===== config.mk =====
export PLATFORM = sky130hd
export DESIGN_NAME = audio_input_adc
export DESIGN_NICKNAME = d
export VERILOG_FILES = /design/src/rtl/audio_codec_pkg.sv /design/src/rtl/audio_sync_edge.sv /design/src/rtl/audio_input_adc.sv
export SDC_FILE = /design/constraint.sdc
export NUM_CORES = 1
export LEC_CHECK = 0
export ABC_CLOCK_PERIOD_IN_PS = 2400
export BUFFER_PORTS_ARGS = -buffer_cell sky130_fd_sc_hd__buf_2
export CORE_UTILIZATION = 50
export CTS_BUF_LIST = sky130_fd_sc_hd__clkbuf_16
export DETAILED_ROUTE_END_ITERATION = 12
export PLACE_DENSITY_LB_ADDON = 0.12
export SLEW_MARGIN = 20
export SYNTH_ARGS = -nofsm -noshare
export SYNTH_HDL_FRONTEND = slang
export SYNTH_SLANG_ARGS = --single-unit
export TNS_END_PERCENT = 50

===== constraint.sdc =====
create_clock -name Clk -period 2.4 [get_ports Clk]
set_input_delay 0.24 -clock Clk [delete_from_list [all_inputs] [get_ports Clk]]
set_output_delay 0.24 -clock Clk [all_outputs]
set_load 0.03 [all_outputs]

===== src/rtl/audio_codec_pkg.sv =====
// rtl/audio_codec_pkg.sv - shared audio codec widths and capture state encoding
package audio_codec_pkg;

    localparam int AUDIO_WORD_W = 32;
    localparam int AUDIO_CH_W   = 16;

    typedef enum logic [1:0] {
        WAIT_FRAME = 2'd0,
        SHIFT      = 2'd1,
        DONE       = 2'd2
    } adc_state_t;

endpackage


===== src/rtl/audio_sync_edge.sv =====
// rtl/audio_sync_edge.sv - multi-flop synchronizer with single-cycle rising-edge pulse
module audio_sync_edge #(
    parameter int SYNC_STAGES = 2
) (
    input  logic clk_i,
    input  logic rst_i,
    input  logic d_i,
    output logic rise_o
);

    logic [SYNC_STAGES-1:0] sync_q;
    logic                   prev_q;

    always_ff @(posedge clk_i or posedge rst_i) begin
        if (rst_i) begin
            sync_q <= '0;
            prev_q <= 1'b0;
        end else begin
            sync_q <= {sync_q[SYNC_STAGES-2:0], d_i};
            prev_q <= sync_q[SYNC_STAGES-1];
        end
    end

    assign rise_o = sync_q[SYNC_STAGES-1] & ~prev_q;

endmodule


===== src/rtl/audio_input_adc.sv =====
// rtl/audio_input_adc.sv - codec ADC serial capture into one stereo word per LRCK frame
module audio_input_adc
    import audio_codec_pkg::*;
#(
    parameter int DATA_WIDTH  = AUDIO_WORD_W,
    parameter int SYNC_STAGES = 2
) (
    input  logic                  Clk,
    input  logic                  reset,
    input  logic                  AUD_BCLK,
    input  logic                  AUD_ADCLRCK,
    input  logic                  AUD_ADCDAT,
    output logic [DATA_WIDTH-1:0] Data,
    output logic                  Data_Valid,
    output logic                  Frame_Error
);

    localparam int              CNT_W    = $clog2(DATA_WIDTH);
    localparam logic [CNT_W-1:0] LAST_BIT = CNT_W'(DATA_WIDTH - 1);

    logic bclk_rise;
    logic lrck_rise;
    logic dat_bit;

    logic [SYNC_STAGES-1:0] dat_sync_q;

    adc_state_t             state_q, state_d;
    logic [CNT_W-1:0]       bits_q, bits_d;
    logic [DATA_WIDTH-1:0]  shift_q, shift_d;
    logic [DATA_WIDTH-1:0]  data_q, data_d;
    logic                   valid_q, valid_d;
    logic                   ferr_q, ferr_d;

    audio_sync_edge #(.SYNC_STAGES(SYNC_STAGES)) u_bclk_sync (
        .clk_i  (Clk),
        .rst_i  (reset),
        .d_i    (AUD_BCLK),
        .rise_o (bclk_rise)
    );

    audio_sync_edge #(.SYNC_STAGES(SYNC_STAGES)) u_lrck_sync (
        .clk_i  (Clk),
        .rst_i  (reset),
        .d_i    (AUD_ADCLRCK),
        .rise_o (lrck_rise)
    );

    // Same depth as the clock paths so the data bit lines up with bclk_rise.
    always_ff @(posedge Clk or posedge reset) begin
        if (reset) begin
            dat_sync_q <= '0;
        end else begin
            dat_sync_q <= {dat_sync_q[SYNC_STAGES-2:0], AUD_ADCDAT};
        end
    end

    assign dat_bit = dat_sync_q[SYNC_STAGES-1];

    always_ff @(posedge Clk or posedge reset) begin
        if (reset) begin
            state_q <= WAIT_FRAME;
            bits_q  <= LAST_BIT;
            shift_q <= '0;
            data_q  <= '0;
            valid_q <= 1'b0;
            ferr_q  <= 1'b0;
        end else begin
            state_q <= state_d;
            bits_q  <= bits_d;
            shift_q <= shift_d;
            data_q  <= data_d;
            valid_q <= valid_d;
            ferr_q  <= ferr_d;
        end
    end

    always_comb begin
        state_d = state_q;
        bits_d  = bits_q;
        shift_d = shift_q;
        data_d  = data_q;
        valid_d = 1'b0;
        ferr_d  = 1'b0;
        case (state_q)
            WAIT_FRAME: begin
                if (lrck_rise) begin
                    state_d = SHIFT;
                    bits_d  = LAST_BIT;
                    shift_d = '0;
                end
            end
            SHIFT: begin
                // A new frame start beats a coincident bit edge and resyncs.
                if (lrck_rise) begin
                    ferr_d  = 1'b1;
                    bits_d  = LAST_BIT;
                    shift_d = '0;
                end else if (bclk_rise) begin
                    shift_d = {shift_q[DATA_WIDTH-2:0], dat_bit};
                    if (bits_q == '0) begin
                        state_d = DONE;
                    end else begin
                        bits_d = bits_q - CNT_W'(1);
                    end
                end
            end
            DONE: begin
                data_d  = shift_q;
                valid_d = 1'b1;
                bits_d  = LAST_BIT;
                if (lrck_rise) begin
                    state_d = SHIFT;
                    shift_d = '0;
                end else begin
                    state_d = WAIT_FRAME;
                end
            end
            default: begin
                state_d = WAIT_FRAME;
                bits_d  = LAST_BIT;
            end
        endcase
    end

    assign Data        = data_q;
    assign Data_Valid  = valid_q;
    assign Frame_Error = ferr_q;

endmodule


==> run summary, run 1 <==
Worst slew pin tran: 0.6650 ns
Seq/Total Area, Yosys: 61.41%
First-pass GRT wire length: 9377 um
Post-CTS Hold Buffers: 0
Ys Warns: 0
CTS Root Cell: clkbuf_16
DR vias/cell: 5.442
Die X: 83.37 um
Area contributors post-synth: dfrtp_1, mux2_2, and3_1
Post-synth cell types: 34
Clock transition at path regs: 0.06 ns
CTS Buffer Depth: 2
Vias: 1921
Max Clock Skew: 0.005781 ns
Synth Flop Type: dfrtp_1
DR WL/cell: 15.16 um
Worst r2r src: state_q[0]
Int Power: 2.304 mW
N_diodes: 0
CTS tree: yes
Max Cap Viol: 0
Reg2Reg Depth: 4
Slew margin rel.: 55.61%
Clock power frac: 43.7%
Slew Limit Fails: 0
Area leader, netlist: dfrtp_1
#FFs+latches synth: 81
Initial antenna violation count: 0
Max Clk Rate: 554.9 MHz
Final hold vios: 37
Area post-placement: 0.003593 mm2
Routed wire length: 5353 um
Total CTS buffers: 9
Worst IR Drop VDD: 0.0005352 V
Cell area after synthesis: 0.003311 mm2
CTS resizes: 0
Synth cell count leaders: dfrtp_1, mux2_2, and3_1
Sw Pwr: 629.5 uW
Switching Fraction: 21.46%
Routability cong.: 0.7305
Failing checks: hold timing
GRT overflow: 0
Dpl hpwl: 3405 um
Finished Layout Cells: 353
DR iter-0 viols: 95
Routed Antenna Nets: 0
Worst r2r dst: shift_q[21]
PortBufs: 38
Hold Crit Class: in -> async
Async SR Flop Fraction: 100.0%
# IOs: 39
Period minus WS final: 1.802 ns
DRC violation count after routing: 0
Synthesized instance count: 230
Setup TNS: 0 ns
Power Density: 756.7 mW/mm2
Syn Area/Cell: 14.39 um2
Drt first pass iters: 4
Fraction of layout cells with a size suffix above 1: 47.46%
Largest net degree at the start of global routing: 45
Hold Worst Slack: -0.01678 ns
Status: finished with violations
EDFF count, synth: 0
Req. time, crit path: 2.62 ns
Setup crit start kind: flop
Crit end category: flop
Core ar.: 0.006386 mm2
Seq pwr share: 50.4%
Post-synth top area share: 57.45%
Sink Count: 81
RSZ-0062 raised after global routing: no
NumNets Final: 277
Gate power share: 5.9%
Die height: 83.37 um
Setup violators final: 0
WS Path Type: reg -> reg
Total setup buffers inserted after CTS: 0
P_leak: 2.127 nW
Inst Count DP: 337
Reg2Reg Setup Slack: 0.60 ns
Most common cell in the synthesized netlist: dfrtp_1
Worst-path fanout max: 19
Initial Util: 51.84%
Max H-tree Level: 3
Global Route Usage Sum: 17.61%
Die Footprint: 0.006951 mm2
Finished Cell Area: 0.003876 mm2
Syn nets: 236
Final period util: 75.08%
Worst-Skew Late Latency: 0.33 ns
Vias in the first global route: 1909
Crit path DAT: 2.02 ns
Area Overhead vs Synth: 17.08%
Rows: 29
==> worst max-delay path, stage by stage, from the launching register on <==
cell	delay, ns
dfrtp_1	0.55
nand3b_1	0.26
a22oi_4	0.23
buf_4	0.29
mux2_2	0.37
==> how the worst max path moves through the flow <==
stage               cells after the start        from  slack (ns)     endpoint
floorplan                               1       reset        0.09      Data[0]
global placement                        4  state_q[0]        0.65  shift_q[23]
detailed placement                      4  state_q[0]        0.61  shift_q[18]
CTS                                     4  state_q[0]        0.60  shift_q[21]
global route                            4  state_q[0]        0.49  shift_q[22]
finish                                  4  state_q[0]        0.60  shift_q[21]
==> registers in the layout (all words and copies together), names as in the netlist <==
register and cells:
Frame_Error 1, Data_Valid 1, u_bclk_sync.prev_q 1, state_q 2, u_lrck_sync.sync_q 2, dat_sync_q 2, u_bclk_sync.sync_q 2, Data 32
u_lrck_sync.prev_q 1, bits_q 5, shift_q 32
==> routing by layer <==
layer	global-route usage, %	vias to the layer above	share of wire, %
met3	4.672	7	3.7
met1	24.70	968	49
met5	0	-	0
li1	-	917	-
met4	10.34	0	2.1
met2	24.66	29	45
==> layout make-up <==
cell class	count	area (um2)
Fill cell	524	2510
Sequential cell	81	2033
Multi-Input combinational cell	127	1165
Timing Repair Buffer	46	275.3
Clock buffer	9	225.2
Tap cell	77	96.34
Clock inverter	7	57.56
Inverter	6	23.77
==> power by group through the flow <==
| stage | clock network, mW | logic [mW] | registers (mW) |
|---|---|---|---|
| 6_report | 1.28 | 0.173 | 1.48 |
| 5_1_grt | 1.38 | 0.197 | 1.49 |
| 4_1_cts | 1.31 | 0.177 | 1.48 |
| 3_5_place_dp | 0 | 0.177 | 1.50 |
| 3_3_place_gp | 0 | 0.173 | 1.50 |
| 2_1_floorplan | 0 | 0.143 | 1.49 |
==> per-stage QoR <==
| step | setup slack [ns] | hold WS (ns) | power [mW] | util [%] |
|---|---|---|---|---|
| after CTS | 0.5951 | 0.005484 | 2.970 | 60.70 |
| after global routing | 0.4901 | 0.002223 | 3.064 | 60.70 |
| after global placement | 0.6481 | 0.3311 | 1.674 | 56.27 |
| after floorplan | 0.08819 | 0.2714 | 1.630 | - |
| final | 0.5980 | -0.01678 | 2.933 | 60.70 |
| after detailed placement | 0.6094 | 0.3358 | 1.679 | 56.27 |
==> cells in the final DEF (no fill, tap or decap), types with 3 or more instances in the layout <==
cell type / count
clkbuf_16: 9
nand2b_1: 3
mux2_2: 63
dfstp_2: 5
buf_2: 38
buf_4: 6
inv_1: 9
and3_1: 32
o21ai_0: 3
dfrtp_1: 76
==> cells by family (layout without fill, tap and decap cells) <==
kind of cell,Yosys count,count (layout),synth area share (%)
buf+inv,22,68,3.628
compound gates,13,13,3.515
fa+ha+maj,1,1,0.3779
mux,64,64,21.77
flops,81,81,61.41
simple gates,49,49,9.297
No activity file was read; power rests on OpenSTA's default activity.
==> inputs of run 2 (changes only) <==
--- a/config.mk
+++ b/config.mk
@@ -5,7 +5,7 @@
 export SDC_FILE = /design/constraint.sdc
 export NUM_CORES = 1
 export LEC_CHECK = 0
-export ABC_CLOCK_PERIOD_IN_PS = 2400
+export ABC_CLOCK_PERIOD_IN_PS = 1800
 export BUFFER_PORTS_ARGS = -buffer_cell sky130_fd_sc_hd__buf_2
 export CORE_UTILIZATION = 50
 export CTS_BUF_LIST = sky130_fd_sc_hd__clkbuf_16
==> constraint.sdc (replaced) <==
create_clock -name Clk -period 1.8 [get_ports Clk]
set_input_delay 0.18 -clock Clk [delete_from_list [all_inputs] [get_ports Clk]]
set_output_delay 0.18 -clock Clk [all_outputs]
set_load 0.03 [all_outputs]
==> run summary, run 2 (same netlist as run 1, synthesis figures left out) <==
Die height: 83.37 um
Setup violators final: 0
Area Overhead vs Synth: 19.35%
Worst r2r src: bits_q[0]
Clock transition at path regs: 0.06 ns
Dpl hpwl: 3379 um
Fraction of layout cells with a size suffix above 1: 47.87%
Total CTS buffers: 9
CTS Buffer Depth: 2
CTS tree: yes
Worst IR Drop VDD: 0.0009166 V
Fillers: 523
Worst-Skew Late Latency: 0.33 ns
Max Clk Rate: 596.8 MHz
Initial Util: 51.84%
DR vias/cell: 5.468
Die X: 83.37 um
Rows: 29
Period minus WS final: 1.676 ns
Slew Limit Fails: 0
DR iter-0 viols: 76
Crit end category: flop
Finished Layout Cells: 359
DR WL/cell: 15.14 um
Setup crit start kind: flop
Worst slew pin tran: 0.5088 ns
GRT overflow: 0
Routed wire length: 5434 um
First-pass GRT wire length: 9197 um
RSZ-0062 raised after global routing: no
Power Density: 1003 mW/mm2
Initial antenna violation count: 0
Sink Count: 81
Reg2Reg Setup Slack: 0.12 ns
Req. time, crit path: 2.04 ns
Crit path DAT: 1.92 ns
Max Clock Skew: 0.005287 ns
Global Route Usage Sum: 17.05%
Final period util: 93.08%
P_leak: 2.145 nW
# IOs: 39
Total power: 3.964 mW
Hold path startpoint: dat_sync_q[0]
Commonest non-fill, non-tap cell in the layout: dfrtp_1
Vias: 1963
PortBufs: 38
Worst-path fanout max: 5
Final hold vios: 0
Max H-tree Level: 3
NumNets Final: 283
DRC violation count after routing: 0
Hold Crit Class: reg -> reg
N_diodes: 0
Routability cong.: 0.7430
Largest net degree at the start of global routing: 45
Core ar.: 0.006386 mm2
Final core occ: 61.87%
Slew margin rel.: 66.01%
Vias in the first global route: 1817
WS Path Type: reg -> reg
Total setup buffers inserted after CTS: 0
Most frequent cells in the layout: dfrtp_1, mux2_2, buf_2
CTS Root Cell: clkbuf_16
Drt first pass iters: 4
Setup TNS: 0 ns
CTS resizes: 0
Status: complete, no violations
Die Footprint: 0.006951 mm2
Crit path from: bits_q[0]
Routed Antenna Nets: 0
Max Cap Viol: 0
Inst Count DP: 339
[run 2: changes by cell type in the layout (fill, tap and decap cells not counted)]
cell / change
dlygate4sd3_1: +4
inv_1: -3
clkinvlp_4: +2
buf_12: +1
buf_4: +1
clkinv_1: +1
[run 2: metrics by stage]
stage                     hold slack, ns  area [um2]  worst slack (ns)
after floorplan                   0.2114        3314            0.2427
after global placement            0.1989        3623            0.1986
after detailed placement          0.2015        3623            0.1494
after CTS                         0.3516        3951            0.1335
after global routing              0.3533        3951           0.04636
final                             0.3484        3951            0.1245
[run 2: layout make-up]
cell class / instances / area (um2) / area share, %
Clock inverter: 7 / 62.56 / 1.583
Multi-Input combinational cell: 127 / 1165 / 29.48
Timing Repair Buffer: 52 / 342.8 / 8.676
Clock buffer: 9 / 225.2 / 5.700
Inverter: 6 / 26.28 / 0.6650
Sequential cell: 81 / 2033 / 51.46
Tap cell: 77 / 96.34 / 2.438
[run 2: what timing repair did]
item,CTS,global route
hold endpoints to repair,19,0
setup endpoints to repair,0,0
hold buffers,4,0
[run 2: final timing paths]
path,to,cells past startpoint
worst min-delay path,dat_sync_q[1],0
max in group asynchronous,bits_q[3],4
min in group asynchronous,Data_Valid,3
worst min register to register,dat_sync_q[1],0
worst max register to register,bits_q[2],5
worst max-delay path,bits_q[2],5
[run 2: report_power, final]
group,internal (mW),leakage (nW),switching (mW),total [mW]
sequential,1.91,1.08,0.0545,1.97
combinational,0.122,0.920,0.127,0.249
clock,1.06,0.140,0.692,1.75
total,3.09,2.14,0.873,3.96
[run 2: critical path, cell delays in order (launching register included)]
cell	delay, ns
dfstp_2	0.37
inv_1	0.07
ha_1	0.23
or4b_4	0.53
a311oi_2	0.28
o22ai_1	0.11
[run 2: per-layer routing]
| layer | part of all wire [%] | wire [um] | global-route usage [%] |
|---|---|---|---|
| met1 | 50 | 2743 | 24.34 |
| met3 | 4.1 | 223 | 6.461 |
| met5 | 0 | 0 | 0 |
| met4 | 1.2 | 64 | 5.643 |
| met2 | 44 | 2402 | 23.99 |
==> inputs of run 3 (changes only) <==
--- a/config.mk
+++ b/config.mk
@@ -11,6 +11,7 @@
 export CTS_BUF_LIST = sky130_fd_sc_hd__clkbuf_16
 export DETAILED_ROUTE_END_ITERATION = 12
 export PLACE_DENSITY_LB_ADDON = 0.12
+export REMOVE_ABC_BUFFERS = 1
 export SLEW_MARGIN = 20
 export SYNTH_ARGS = -nofsm -noshare
 export SYNTH_HDL_FRONTEND = slang
==> run summary, run 3 (same netlist as run 1, synthesis figures left out) <==
Status: complete, no violations
Crit path DAT: 1.92 ns
Worst IR Drop VDD: 0.0005998 V
Total CTS buffers: 9
Hold Crit Class: in -> async
GRT overflow: 0
FF+latch area: 0.002033 mm2
Crit end category: flop
N_diodes: 0
P_leak: 2.160 nW
Setup crit start kind: flop
Commonest non-fill, non-tap cell in the layout: dfrtp_1
Power Density: 1037 mW/mm2
Most frequent cells in the layout: dfrtp_1, mux2_2, buf_2
Area Overhead vs Synth: 19.84%
NumNets Final: 282
Clock transition at path regs: 0.06 ns
Period minus WS final: 1.667 ns
Routed wire length: 5628 um
Sink Count: 81
Multi-input logic area: 0.001166 mm2
DR vias/cell: 5.469
Die height: 83.37 um
Slew margin rel.: 62.28%
Setup TNS: 0 ns
Initial Util: 51.84%
Max Clock Skew: 0.006102 ns
Die X: 83.37 um
Setup violators final: 0
Initial antenna violation count: 0
Dpl hpwl: 3378 um
PortBufs: 38
Max Clk Rate: 599.9 MHz
Die Footprint: 0.006951 mm2
Slew Limit Fails: 0
Final hold vios: 0
Final period util: 92.61%
Max H-tree Level: 3
Routed Antenna Nets: 0
First-pass GRT wire length: 9708 um
CTS tree: yes
Worst slew pin tran: 0.5646 ns
DR WL/cell: 15.72 um
Fillers: 494
DR iter-0 viols: 103
Drt first pass iters: 5
Fraction of layout cells with a size suffix above 1: 48.04%
DRC violation count after routing: 0
Vias: 1958
Total power: 4.115 mW
RSZ-0062 raised after global routing: no
Core ar.: 0.006386 mm2
CTS Buffer Depth: 2
Vias in the first global route: 1915
Rows: 29
Worst-path fanout max: 5
Max Cap Viol: 0
Worst-Skew Late Latency: 0.33 ns
CTS Root Cell: clkbuf_16
Global Route Usage Sum: 18.03%
# IOs: 39
Req. time, crit path: 2.05 ns
Largest net degree at the start of global routing: 64
WS Path Type: reg -> reg
Routability cong.: 0.7999
[run 3: cell type report]
| cell class | count | area share (%) |
|---|---|---|
| clock inverter | 7 | 2.208 |
| tap | 77 | 2.428 |
| clock buffer | 9 | 5.676 |
| inverter | 6 | 0.5992 |
| multi-input combinational | 127 | 29.39 |
| timing repair buffer | 51 | 8.452 |
| sequential | 81 | 51.25 |
[run 3: metrics by stage]
stage / std cells / utilization (%) / area (um2) / setup slack [ns] / hold WS, ns
floorplan: 214 / - / 3213 / -0.9149 / 0.2114
detailed placement: 338 / 56.50 / 3608 / 0.1020 / 0.1556
finish: 358 / 62.13 / 3968 / 0.1330 / 0.3464
global placement: 338 / 56.50 / 3608 / 0.1910 / 0.1557
global route: 358 / 62.13 / 3968 / 0.03896 / 0.3523
CTS: 358 / 62.03 / 3961 / 0.09541 / 0.3426
[run 3: worst max-delay path, cell delays in order, from the launching register on]
cell	delay, ns
dfstp_2	0.37
inv_1	0.06
ha_1	0.23
or4b_4	0.53
a311oi_2	0.29
o2bb2ai_1	0.11
[run 3: power breakdown]
group / switching, mW / internal, mW
combinational: 0.125 / 0.121
clock: 0.697 / 1.20
sequential: 0.0591 / 1.91
[run 3: final timing paths]
path                            cells after the start  slack [ns]             startpoint               endpoint
worst max-delay path                                5        0.13              bits_q[0]              bits_q[3]
worst min-delay path                                3        0.35                  reset            shift_q[24]
worst min register to register                      0        0.35  u_bclk_sync.sync_q[0]  u_bclk_sync.sync_q[1]
worst max register to register                      5        0.13              bits_q[0]              bits_q[3]
max in group asynchronous                           4        0.78                  reset              bits_q[2]
min in group Clk                                    0        0.35  u_bclk_sync.sync_q[0]  u_bclk_sync.sync_q[1]
[run 3: what timing repair did]
item	4_1_cts	5_1_grt
hold endpoints to repair	21	0
endpoints found under the setup margin	0	1
resized for setup	0	1
setup buffers	0	0
hold buffers	4	0
[run 3: per-layer routing]
metal	vias to the layer above	GRT usage [%]	routed length, um
li1	919	-	-
met3	11	3.777	173
met4	0	8.934	110
met2	39	25.26	2632
met5	-	0	0
met1	989	26.67	2711
